## config.mk

```make
export PLATFORM = sky130hd
export DESIGN_NAME = axi_write_master_flat
export DESIGN_NICKNAME = d
export VERILOG_FILES = /design/src/rtl/axi_write_master_pkg.sv /design/src/rtl/axi_write_master_if.sv /design/src/rtl/axi_write_master_wr_beat_fifo.sv /design/src/rtl/axi_write_master.sv /design/src/flat_wrapper.sv
export SDC_FILE = /design/constraint.sdc
export NUM_CORES = 1
export LEC_CHECK = 0
export BUFFER_PORTS_ARGS = -buffer_cell sky130_fd_sc_hd__buf_2
export CORE_ASPECT_RATIO = 1.5
export CORE_MARGIN = 1.5
export CORE_UTILIZATION = 46
export CTS_CLUSTER_DIAMETER = 40
export DETAILED_ROUTE_END_ITERATION = 6
export GPL_TIMING_DRIVEN = 0
export PLACE_DENSITY = 0.85
export SETUP_SLACK_MARGIN = 0.15
export SLEW_MARGIN = 20
export SYNTH_ARGS = -nofsm -noshare
export SYNTH_HDL_FRONTEND = slang
export SYNTH_SLANG_ARGS = --single-unit
```

## constraint.sdc

```tcl
create_clock -name clk -period 3.38 [get_ports clk]
set_input_delay 0.676 -clock clk [delete_from_list [all_inputs] [get_ports clk]]
set_output_delay 0.676 -clock clk [all_outputs]
set_load 0.02 [all_outputs]
```

## src/rtl/axi_write_master_pkg.sv

```systemverilog
// rtl/axi_write_master_pkg.sv - shared types and AXI constants for the write master
package axi_write_master_pkg;

    typedef enum logic [1:0] {IDLE, ADDR, DATA, RESP} WrState_t;

    typedef logic [1:0] AxiBurst_t;
    typedef logic [1:0] AxiResp_t;

    localparam AxiBurst_t AXI_BURST_INCR  = 2'b01;
    localparam AxiResp_t  AXI_RESP_OKAY   = 2'b00;
    localparam AxiResp_t  AXI_RESP_SLVERR = 2'b10;
    localparam AxiResp_t  AXI_RESP_DECERR = 2'b11;

    function automatic logic resp_is_err(input AxiResp_t resp);
        return (resp == AXI_RESP_SLVERR) || (resp == AXI_RESP_DECERR);
    endfunction

endpackage

```

## src/rtl/axi_write_master_if.sv

```systemverilog
// rtl/axi_write_master_if.sv - core store-write port plus AXI AW/W/B channels
interface axi_write_master_if #(
    parameter int ADDR_W = 32,
    parameter int DATA_W = 32
);
    import axi_write_master_pkg::*;

    logic                  initWrite;
    logic [ADDR_W-1:0]     writeAddr;
    logic [7:0]            writeLen;
    logic                  writeReady;
    logic                  wDataValid;
    logic [DATA_W-1:0]     wData;
    logic [DATA_W/8-1:0]   mask;
    logic                  wDataNext;
    logic                  wDone;
    logic                  wErr;

    logic                  m_awvalid;
    logic                  m_awready;
    logic [ADDR_W-1:0]     m_awaddr;
    logic [7:0]            m_awlen;
    logic [2:0]            m_awsize;
    AxiBurst_t             m_awburst;
    logic                  m_wvalid;
    logic                  m_wready;
    logic [DATA_W-1:0]     m_wdata;
    logic [DATA_W/8-1:0]   m_wstrb;
    logic                  m_wlast;
    logic                  m_bvalid;
    logic                  m_bready;
    AxiResp_t              m_bresp;

    modport master (
        input  initWrite, writeAddr, writeLen, wDataValid, wData, mask,
               m_awready, m_wready, m_bvalid, m_bresp,
        output writeReady, wDataNext, wDone, wErr,
               m_awvalid, m_awaddr, m_awlen, m_awsize, m_awburst,
               m_wvalid, m_wdata, m_wstrb, m_wlast, m_bready
    );

    modport slave (
        output initWrite, writeAddr, writeLen, wDataValid, wData, mask,
               m_awready, m_wready, m_bvalid, m_bresp,
        input  writeReady, wDataNext, wDone, wErr,
               m_awvalid, m_awaddr, m_awlen, m_awsize, m_awburst,
               m_wvalid, m_wdata, m_wstrb, m_wlast, m_bready
    );

endinterface

```

## src/rtl/axi_write_master_wr_beat_fifo.sv

```systemverilog
// rtl/axi_write_master_wr_beat_fifo.sv - small synchronous FIFO of {data, strb} beats
module wr_beat_fifo #(
    parameter int WIDTH = 36,
    parameter int DEPTH = 2
) (
    input  logic             clk,
    input  logic             rst,
    input  logic             push,
    input  logic             pop,
    input  logic [WIDTH-1:0] data,
    output logic [WIDTH-1:0] head,
    output logic             full,
    output logic             empty
);
    localparam int PW = $clog2(DEPTH);
    localparam int CW = PW + 1;

    logic [WIDTH-1:0] mem [DEPTH];
    logic [PW-1:0]    wr_ptr;
    logic [PW-1:0]    rd_ptr;
    logic [CW-1:0]    count;
    logic             do_push;
    logic             do_pop;

    // A push into a full FIFO is legal when the head leaves in the same cycle
    assign do_pop  = pop && !empty;
    assign do_push = push && (!full || do_pop);

    always_ff @(posedge clk or posedge rst) begin
        if (rst) begin
            wr_ptr <= '0;
            rd_ptr <= '0;
            count  <= '0;
        end else begin
            if (do_push) wr_ptr <= wr_ptr + 1'b1;
            if (do_pop)  rd_ptr <= rd_ptr + 1'b1;
            count <= count + CW'(do_push) - CW'(do_pop);
        end
    end

    always_ff @(posedge clk) begin
        if (do_push) mem[wr_ptr] <= data;
    end

    assign head  = mem[rd_ptr];
    assign full  = (count == CW'(DEPTH));
    assign empty = (count == '0);

endmodule

```

## src/rtl/axi_write_master.sv

```systemverilog
// rtl/axi_write_master.sv - turns one core write request into one AXI4 INCR burst
module axi_write_master
    import axi_write_master_pkg::*;
#(
    parameter int ADDR_W     = 32,
    parameter int DATA_W     = 32,
    parameter int FIFO_DEPTH = 2
) (
    input  logic clk,
    input  logic rst,
    axi_write_master_if.master bus
);
    localparam int STRB_W = DATA_W / 8;
    localparam int FW     = DATA_W + STRB_W;

    WrState_t          state;
    WrState_t          state_nxt;
    logic [ADDR_W-1:0] addr_q;
    logic [7:0]        len_q;
    logic [8:0]        accept_cnt;
    logic [8:0]        issue_cnt;
    logic              done_q;
    logic              err_q;
    logic              accepting;
    logic              push;
    logic              pop;
    logic              last_beat;
    logic              fifo_full;
    logic              fifo_empty;
    logic [FW-1:0]     head;

    always_ff @(posedge clk or posedge rst) begin
        if (rst) state <= IDLE;
        else     state <= state_nxt;
    end

    always_comb begin
        state_nxt = state;
        accepting = 1'b0;
        unique case (state)
            IDLE: if (bus.initWrite) state_nxt = ADDR;
            ADDR: begin
                accepting = 1'b1;
                if (bus.m_awready) state_nxt = DATA;
            end
            DATA: begin
                accepting = 1'b1;
                if (pop && last_beat) state_nxt = RESP;
            end
            RESP: if (bus.m_bvalid) state_nxt = IDLE;
            default: state_nxt = IDLE;
        endcase
    end

    // Beats may be buffered while AW is still pending, but never more than len+1
    assign push      = accepting && bus.wDataValid && !fifo_full && (accept_cnt <= {1'b0, len_q});
    assign pop       = (state == DATA) && !fifo_empty && bus.m_wready;
    assign last_beat = (issue_cnt == {1'b0, len_q});

    always_ff @(posedge clk or posedge rst) begin
        if (rst) begin
            addr_q     <= '0;
            len_q      <= '0;
            accept_cnt <= '0;
            issue_cnt  <= '0;
            done_q     <= 1'b0;
            err_q      <= 1'b0;
        end else begin
            if (state == IDLE && bus.initWrite) begin
                addr_q     <= bus.writeAddr & ~ADDR_W'(3);
                len_q      <= bus.writeLen;
                accept_cnt <= '0;
                issue_cnt  <= '0;
            end else begin
                if (push) accept_cnt <= accept_cnt + 9'd1;
                if (pop)  issue_cnt  <= issue_cnt + 9'd1;
            end
            done_q <= (state == RESP) && bus.m_bvalid;
            err_q  <= (state == RESP) && bus.m_bvalid && resp_is_err(bus.m_bresp);
        end
    end

    wr_beat_fifo #(
        .WIDTH (FW),
        .DEPTH (FIFO_DEPTH)
    ) u_fifo (
        .clk   (clk),
        .rst   (rst),
        .push  (push),
        .pop   (pop),
        .data  ({bus.wData, bus.mask}),
        .head  (head),
        .full  (fifo_full),
        .empty (fifo_empty)
    );

    assign bus.writeReady = (state == IDLE);
    assign bus.wDataNext  = push;
    assign bus.wDone      = done_q;
    assign bus.wErr       = err_q;
    assign bus.m_awvalid  = (state == ADDR);
    assign bus.m_awaddr   = addr_q;
    assign bus.m_awlen    = len_q;
    assign bus.m_awsize   = 3'($clog2(STRB_W));
    assign bus.m_awburst  = AXI_BURST_INCR;
    assign bus.m_wvalid   = (state == DATA) && !fifo_empty;
    assign bus.m_wdata    = head[FW-1:STRB_W];
    assign bus.m_wstrb    = head[STRB_W-1:0];
    assign bus.m_wlast    = last_beat;
    assign bus.m_bready   = (state == RESP);

endmodule

```

## src/flat_wrapper.sv

```systemverilog
// flat-port wrapper written by rule: the top's interface ports become plain ports
module axi_write_master_flat import axi_write_master_pkg::*;
#(
    parameter int ADDR_W     = 32,
    parameter int DATA_W     = 32,
    parameter int FIFO_DEPTH = 2
)
  (clk, rst, bus_initWrite, bus_writeAddr, bus_writeLen, bus_wDataValid, bus_wData, bus_mask, bus_m_awready, bus_m_wready, bus_m_bvalid, bus_m_bresp, bus_writeReady, bus_wDataNext, bus_wDone, bus_wErr, bus_m_awvalid, bus_m_awaddr, bus_m_awlen, bus_m_awsize, bus_m_awburst, bus_m_wvalid, bus_m_wdata, bus_m_wstrb, bus_m_wlast, bus_m_bready);
  axi_write_master_if #(.ADDR_W(ADDR_W), .DATA_W(DATA_W)) bus_i ();
  input  logic clk;
  input  logic rst;
  input wire logic [$bits(bus_i.initWrite)-1:0] bus_initWrite;
  input wire logic [$bits(bus_i.writeAddr)-1:0] bus_writeAddr;
  input wire logic [$bits(bus_i.writeLen)-1:0] bus_writeLen;
  input wire logic [$bits(bus_i.wDataValid)-1:0] bus_wDataValid;
  input wire logic [$bits(bus_i.wData)-1:0] bus_wData;
  input wire logic [$bits(bus_i.mask)-1:0] bus_mask;
  input wire logic [$bits(bus_i.m_awready)-1:0] bus_m_awready;
  input wire logic [$bits(bus_i.m_wready)-1:0] bus_m_wready;
  input wire logic [$bits(bus_i.m_bvalid)-1:0] bus_m_bvalid;
  input wire logic [$bits(bus_i.m_bresp)-1:0] bus_m_bresp;
  output wire logic [$bits(bus_i.writeReady)-1:0] bus_writeReady;
  output wire logic [$bits(bus_i.wDataNext)-1:0] bus_wDataNext;
  output wire logic [$bits(bus_i.wDone)-1:0] bus_wDone;
  output wire logic [$bits(bus_i.wErr)-1:0] bus_wErr;
  output wire logic [$bits(bus_i.m_awvalid)-1:0] bus_m_awvalid;
  output wire logic [$bits(bus_i.m_awaddr)-1:0] bus_m_awaddr;
  output wire logic [$bits(bus_i.m_awlen)-1:0] bus_m_awlen;
  output wire logic [$bits(bus_i.m_awsize)-1:0] bus_m_awsize;
  output wire logic [$bits(bus_i.m_awburst)-1:0] bus_m_awburst;
  output wire logic [$bits(bus_i.m_wvalid)-1:0] bus_m_wvalid;
  output wire logic [$bits(bus_i.m_wdata)-1:0] bus_m_wdata;
  output wire logic [$bits(bus_i.m_wstrb)-1:0] bus_m_wstrb;
  output wire logic [$bits(bus_i.m_wlast)-1:0] bus_m_wlast;
  output wire logic [$bits(bus_i.m_bready)-1:0] bus_m_bready;
  assign bus_i.initWrite = bus_initWrite;
  assign bus_i.writeAddr = bus_writeAddr;
  assign bus_i.writeLen = bus_writeLen;
  assign bus_i.wDataValid = bus_wDataValid;
  assign bus_i.wData = bus_wData;
  assign bus_i.mask = bus_mask;
  assign bus_i.m_awready = bus_m_awready;
  assign bus_i.m_wready = bus_m_wready;
  assign bus_i.m_bvalid = bus_m_bvalid;
  assign bus_i.m_bresp = bus_m_bresp;
  assign bus_writeReady = bus_i.writeReady;
  assign bus_wDataNext = bus_i.wDataNext;
  assign bus_wDone = bus_i.wDone;
  assign bus_wErr = bus_i.wErr;
  assign bus_m_awvalid = bus_i.m_awvalid;
  assign bus_m_awaddr = bus_i.m_awaddr;
  assign bus_m_awlen = bus_i.m_awlen;
  assign bus_m_awsize = bus_i.m_awsize;
  assign bus_m_awburst = bus_i.m_awburst;
  assign bus_m_wvalid = bus_i.m_wvalid;
  assign bus_m_wdata = bus_i.m_wdata;
  assign bus_m_wstrb = bus_i.m_wstrb;
  assign bus_m_wlast = bus_i.m_wlast;
  assign bus_m_bready = bus_i.m_bready;
  axi_write_master #(.ADDR_W(ADDR_W), .DATA_W(DATA_W), .FIFO_DEPTH(FIFO_DEPTH)) u_core (.clk(clk), .rst(rst), .bus(bus_i));
endmodule
```

==> flow_summary.yaml, run 1 <==
pwr:
  power_density_nw_per_um2: 1000
  p_leak_nw: 3.51
  peakVddDrop_uv: 465
flow_run:
  cap_violations: 0
global_route:
  grt-ovfl-total: 0
  antenna_found_initial: 0
  grt_pass1_wl_mm: 19.8
  grt_pass1_vias: 4315
  grt_max_degree: 40
  grt_usage_pct: 19.5
clocking:
  numCtsBuffers: 17
  cts_tree: "built"
  clockBufferDepth: 2
  clockRootBuffer: "clkbuf_16"
  cts.sinks: 136
  clk_pin_slew_ns: 0.06
  clk_latency_ns: 0.40
  htreeDepth: 4
finish:
  drive_above_1_share_pct: 38.5
  layoutNonFillerInstCount: 815
  final_cell_mix: "buf_2 (167), nand2_1 (118), edfxtp_1 (72)"
  final_common_cell: "buf_2"
  antenna_cells: 0
  fin_nets: 751
  area_growth_pct: 30.0
sta:
  max_freq_ghz: 0.320
  setup_viol: 0
  fin_crit_ns: 3.13
  maxSlewHeadroom_pct: 63.9
  worstMarginPinSlew_ns: 0.542
  hold_viol: 0
  rsz0062_at_grt: "no"
  slew_viol_final: 0
  setup_ws_ns: 0.252
  whs_ns: 0.239
  skew_ns: 0.00806
  timing.final.crit_share_pct: 92.6
floorplan:
  initial_core_util_pct: 47.5
  dieArea_um2: 13200
  pin_count: 174
  core.rowCount: 49
  die_h_um: 140
  die_w_um: 94.2
  coreArea_um2: 12100
route:
  drc_errors: 0
  vias: 4101
  viasPerCell: 5.03
  finalWirelength_mm: 12.5
  ant_nets: 0
  detail_route.wl_per_cell_um: 15.4
  dr.pass1.iters: 4
  drtIter0Drc: 95
min_path:
  hold_path_class: "in2async"
yosys:
  synthXorXnorAreaFrac_pct: 3.05
  synth_edf_count: 72
  async_reset_ff_share_pct: 47.1
  syn_inst: 456
  synthAdderAreaFrac_pct: 3.49
  synth.avg_cell_area_um2: 12.6
  synth-seq-cells: 136
  synth_top_family_by_area: "simple AND/OR/NAND/NOR gates"
  synth.mux.area_fraction_pct: 8.48
  seq_area_frac_synth_pct: 65.6
  synth-compound-area-share_pct: 3.14
  synth_area_um2: 5740
  yosysWarnings: 0
  synth-simple-area-share_pct: 12.8
  synth_cell_type_count: 40
  synth_top_flop_cell: "edfxtp_1"
placed_design:
  hpwl_mm: 9.16
  place_ws_ns: 0.715
  dpl.cell_count: 780
  place_congestion: 0.833
  io_buffer_count: 163
run_status:
  status: "finished, final reports clean"
worst_setup_path:
  crit_fanout: 8
  arrival_ns: 2.45
  crit_path_end_kind: "output port"
  critPathRequiredTime_ns: 2.70
  criticalPathCategory: "reg2out"
  critPathLaunchType: "flip-flop"
-- cells by family (layout without fill, tap and decap cells) --
family,Yosys count,after routing
simple gates,171,171
mux,44,44
buf+inv,40,241
xor+xnor,20,20
flops,136,136
compound gates,27,27
fa+ha+maj,16,16
other cells,2,7
-- synth_stat cells (2+ instances only) --
library cell	instances	area, um^2
buf_2	4	20.0
nor3_1	2	10.0
dfrtp_1	64	1600
nand3_1	6	30.0
mux2i_1	7	70.1
and3_1	6	37.5
inv_1	16	60.1
ha_1	16	200
mux2_2	36	405
a211oi_1	2	15.0
and2_1	6	37.5
edfxtp_1	72	2160
nand4_1	6	37.5
o21ai_0	9	45.0
buf_4	7	52.6
a21boi_0	2	15.0
clkbuf_1	12	45.0
xnor2_1	6	52.6
o21ai_1	2	10.0
nor2_1	14	52.6
conb_1	2	7.51
a21o_1	2	15.0
nand2b_1	8	50.1
xor2_1	14	123
nand2_1	118	443
a21oi_1	3	15.0
-- report_power, final --
| part | internal [mW] | total (mW) | leakage, nW | switching (mW) |
|---|---|---|---|---|
| clock network | 1.07 | 1.74 | 0.270 | 0.670 |
| logic | 1.13 | 3.01 | 1.76 | 1.87 |
| registers | 2.46 | 2.73 | 1.48 | 0.278 |
| total | 4.66 | 7.48 | 3.51 | 2.82 |
-- worst max-delay path: stages, from the launching register on --
cell	delay, ns
dfrtp_1	0.37
inv_1	0.09
ha_1	0.31
nand4b_1	0.19
or3_4	0.44
nand3_4	0.15
and2_1	0.16
buf_6	0.15
inv_1	0.04
buf_2	0.15
-- per-stage QoR --
step	TNS (ns)	power, mW	area, um^2	util [%]
2_1_floorplan	0	4.69	5760	-
6_report	0	7.48	7460	61.8
5_1_grt	0	7.92	7460	61.8
4_1_cts	0	7.47	7400	61.3
3_3_place_gp	-5.00	5.47	6770	56.0
3_5_place_dp	0	5.70	6840	56.6
-- per-layer routing --
metal	routed length, um	up-vias	track usage [%]	share of wire, %
met4	214	0	7.93	1.7
met5	0	-	0	0
met1	4910	1957	21.8	39
met2	6530	196	34.3	52
li1	-	1925	-	-
met3	874	23	5.57	7.0
-- state kept, by name, indices dropped and copies added (netlist names) --
signal,cells
u_core.u_fifo.wr_ptr,1
u_core.bus.wDone,1
u_core.state,2
u_core.u_fifo.mem,72
u_core.accept_cnt,9
u_core.u_fifo.count,2
u_core.bus.m_awaddr,30
u_core.u_fifo.rd_ptr,1
u_core.bus.wErr,1
u_core.issue_cnt,9
u_core.bus.m_awlen,8
-- path summary, 6_finish.rpt --
kind | from | endpoint | slack (ns) | depth (start not counted)
setup / recovery | u_core.bus.m_awlen[6]$_DFFE_PP0P_ | bus_wDataNext | 0.25 | 9
setup reg to reg | u_core.bus.m_awlen[7]$_DFFE_PP0P_ | u_core.u_fifo.count[1]$_DFF_PP0_ | 0.71 | 12
hold / removal | rst | u_core.bus.m_awaddr[29]$_DFFE_PP0P_ | 0.24 | 2
hold reg to reg | u_core.bus.m_awaddr[5]$_DFFE_PP0P_ | u_core.bus.m_awaddr[5]$_DFFE_PP0P_ | 0.47 | 2
min in group clk | bus_writeAddr[25] | u_core.bus.m_awaddr[25]$_DFFE_PP0P_ | 0.46 | 3
max in group asynchronous | rst | u_core.issue_cnt[4]$_DFFE_PP0P_ | 2.63 | 3
-- timing repair --
item | 4_1_cts | 5_1_grt
gates resized for setup | 0 | 5
setup endpoints to repair | 0 | 1
hold buffers | 0 | 0
buffers inserted | 0 | 4
hold endpoints to repair | 0 | 0
-- layout make-up --
type / count / area (um^2)
Tap cell: 153 / 191
Inverter: 16 / 62.6
Multi-Input combinational cell: 285 / 1850
Timing Repair Buffer: 170 / 906
Sequential cell: 136 / 3760
Clock buffer: 17 / 425
Clock inverter: 14 / 133
Fill cell: 936 / 4620
Buffer: 24 / 129
(Power assumes the default switching activity.)
==> run 2, diff against run 1 <==
PLACE_DENSITY = 0.84   (was 0.85)
==> run 2 against run 1 <==
Critical path type unchanged. Non-clock buffer count down 3. Sequential share of layout area is 0.076 points lower. Clock power grew 3%. Global-route usage is 0.56 points lower. Sequential power barely moved. Largest cell class unchanged. Register-to-register slack worse by 0.11 ns. Flip-flop and latch count is the same. Largest power group unchanged. Critical path depth decreased by 1. First-iteration DRC count grew 16%. Final cell count is 0.25% lower. Cell area up 0.15%. Die area stayed put.
==> flow_summary.yaml, run 2 (same netlist as run 1, synthesis figures left out) <==
worst_setup_path:
  crit_path_end_kind: "output port"
  arrival_ns: 2.47
  criticalPathCategory: "reg2out"
  cpPeakStageDelay_ns: 0.45
  worstPathCellList: "ha_1, nand4_1, or3_4, nand3_2, and2_1, buf_6, inv_1, buf_2"
  critPathRequiredTime_ns: 2.70
  crit_fanout: 8
  critPathLaunchType: "flip-flop"
  worst_path_max_delay_cell: "dfrtp_1"
route:
  ant_nets: 0
  drtIter0Drc: 110
  drc_errors: 0
  vias: 4036
  dr.pass1.iters: 5
  viasPerCell: 4.96
  finalWirelength_mm: 12.4
  detail_route.wl_per_cell_um: 15.2
sta:
  maxSlewHeadroom_pct: 64.9
  hold_viol: 0
  worstMarginPinSlew_ns: 0.525
  slew_viol_final: 0
  max_freq_ghz: 0.318
  rsz0062_at_grt: "no"
  tns_ns: 0
  skew_ns: 0.0108
  timing.final.crit_share_pct: 93.0
  fin_crit_ns: 3.14
  setup_viol: 0
finish:
  final_cell_mix: "buf_2 (167), nand2_1 (118), edfxtp_1 (72)"
  area_growth_pct: 30.2
  largest_reg_flops: 72
  design_area_um2: 7470
  antenna_cells: 0
  drive_above_1_share_pct: 38.3
  final_common_cell: "buf_2"
  largest_register: "u_core.u_fifo.mem"
  fin_nets: 748
placed_design:
  place_congestion: 0.817
  io_buffer_count: 163
  place_area_um2: 6860
  hpwl_mm: 9.00
run_status:
  status: "finished, final reports clean"
pwr:
  comb_power_share_pct: 39.8
  internal_power_mw: 4.67
  peakVddDrop_uv: 466
  seqPwrFrac_pct: 36.4
  p_sw_share_pct: 37.9
  p_sw_mw: 2.85
  clockPowerShare_pct: 23.8
  p_leak_nw: 3.50
  power_density_nw_per_um2: 1010
  p_total_mw: 7.52
clocking:
  cts.sinks: 136
  htreeDepth: 4
  clk_pin_slew_ns: 0.06
  cts_tree: "built"
  hold_buffers: 0
  clockRootBuffer: "clkbuf_16"
  clockBufferDepth: 2
  clk_latency_ns: 0.40
  numCtsBuffers: 17
flow_run:
  cap_violations: 0
floorplan:
  coreArea_um2: 12100
  core.rowCount: 49
  dieArea_um2: 13200
  die_h_um: 140
  initial_core_util_pct: 47.5
  pin_count: 174
  die_w_um: 94.2
global_route:
  grt_pass1_vias: 4248
  grt-ovfl-total: 0
  grt_max_degree: 45
  grt_usage_pct: 19.0
  antenna_found_initial: 0
  grt_pass1_wl_mm: 19.3
min_path:
  hold_path_class: "in2async"
run 2: cell count changes in the layout (fill, tap and decap cells not counted), sizes merged:
cell / delta
clkinvlp: +3
buf: -3
clkinv: -4
inv: +1
clkbuf: +1
run 2: path summary, 6_finish.rpt:
kind	from	endpoint	slack (ns)	cells past startpoint
worst max-delay path	u_core.accept_cnt[4]$_DFFE_PP0P_	bus_wDataNext	0.24	8
worst min-delay path	rst	u_core.bus.m_awaddr[16]$_DFFE_PP0P_	0.21	2
worst max register to register	u_core.bus.m_awlen[7]$_DFFE_PP0P_	u_core.u_fifo.mem[1][25]$_DFFE_PP_	0.60	9
worst min register to register	u_core.bus.m_awaddr[30]$_DFFE_PP0P_	u_core.bus.m_awaddr[30]$_DFFE_PP0P_	0.47	2
max in group asynchronous	rst	u_core.accept_cnt[0]$_DFFE_PP0P_	2.65	3
min in group clk	bus_writeAddr[21]	u_core.bus.m_awaddr[21]$_DFFE_PP0P_	0.46	3
run 2: routing by layer:
| metal | wire, um | vias to the layer above | global-route usage [%] |
|---|---|---|---|
| met1 | 4800 | 1914 | 20.8 |
| li1 | - | 1928 | - |
| met5 | 0 | - | 0 |
| met4 | 252 | 0 | 7.31 |
| met3 | 897 | 22 | 5.30 |
| met2 | 6410 | 172 | 34.0 |
run 2: power groups by stage:
stage | combinational, mW | sequential (mW) | clock [mW]
after global routing | 3.25 | 2.79 | 1.89
after global placement | 2.74 | 2.73 | 0
after floorplan | 1.71 | 2.98 | 0
after detailed placement | 2.96 | 2.75 | 0
final | 2.99 | 2.73 | 1.79
after CTS | 2.98 | 2.74 | 1.83
run 2: final cells by class:
cell class / instances / area (um^2)
fillers: 941 / 4610
plain buffers: 24 / 129
multi-input cells: 285 / 1850
clock inverters: 14 / 149
well taps: 153 / 191
flip-flops and latches: 136 / 3760
clock buffers: 18 / 429
repair buffers: 167 / 898
inverters: 16 / 62.6
run 2: worst max-delay path, delay by kind of cell (launching register included):
family                   cells  cell delay (ns)
buffers and inverters        3             0.34
flip-flops                   1             0.45
adder cells (fa/ha/maj)      1             0.35
AND/OR/NAND/NOR              4             0.93
run 2: metrics by stage:
| step | hold slack, ns | worst slack [ns] | utilization (%) | std cells |
|---|---|---|---|---|
| final | 0.213 | 0.236 | 61.9 | 813 |
| after global routing | 0.225 | 0.134 | 61.9 | 813 |
| after CTS | 0.207 | 0.233 | 61.6 | 812 |
| after detailed placement | 0.460 | 0.625 | 56.8 | 780 |
| after global placement | 0.455 | -0.0654 | 56.0 | 777 |
| after floorplan | 0.464 | 0.290 | - | 461 |
run 2: repair_timing:
item,4_1_cts,5_1_grt
buffers inserted,0,1
resized for setup,0,5
endpoints found under the setup margin,0,1
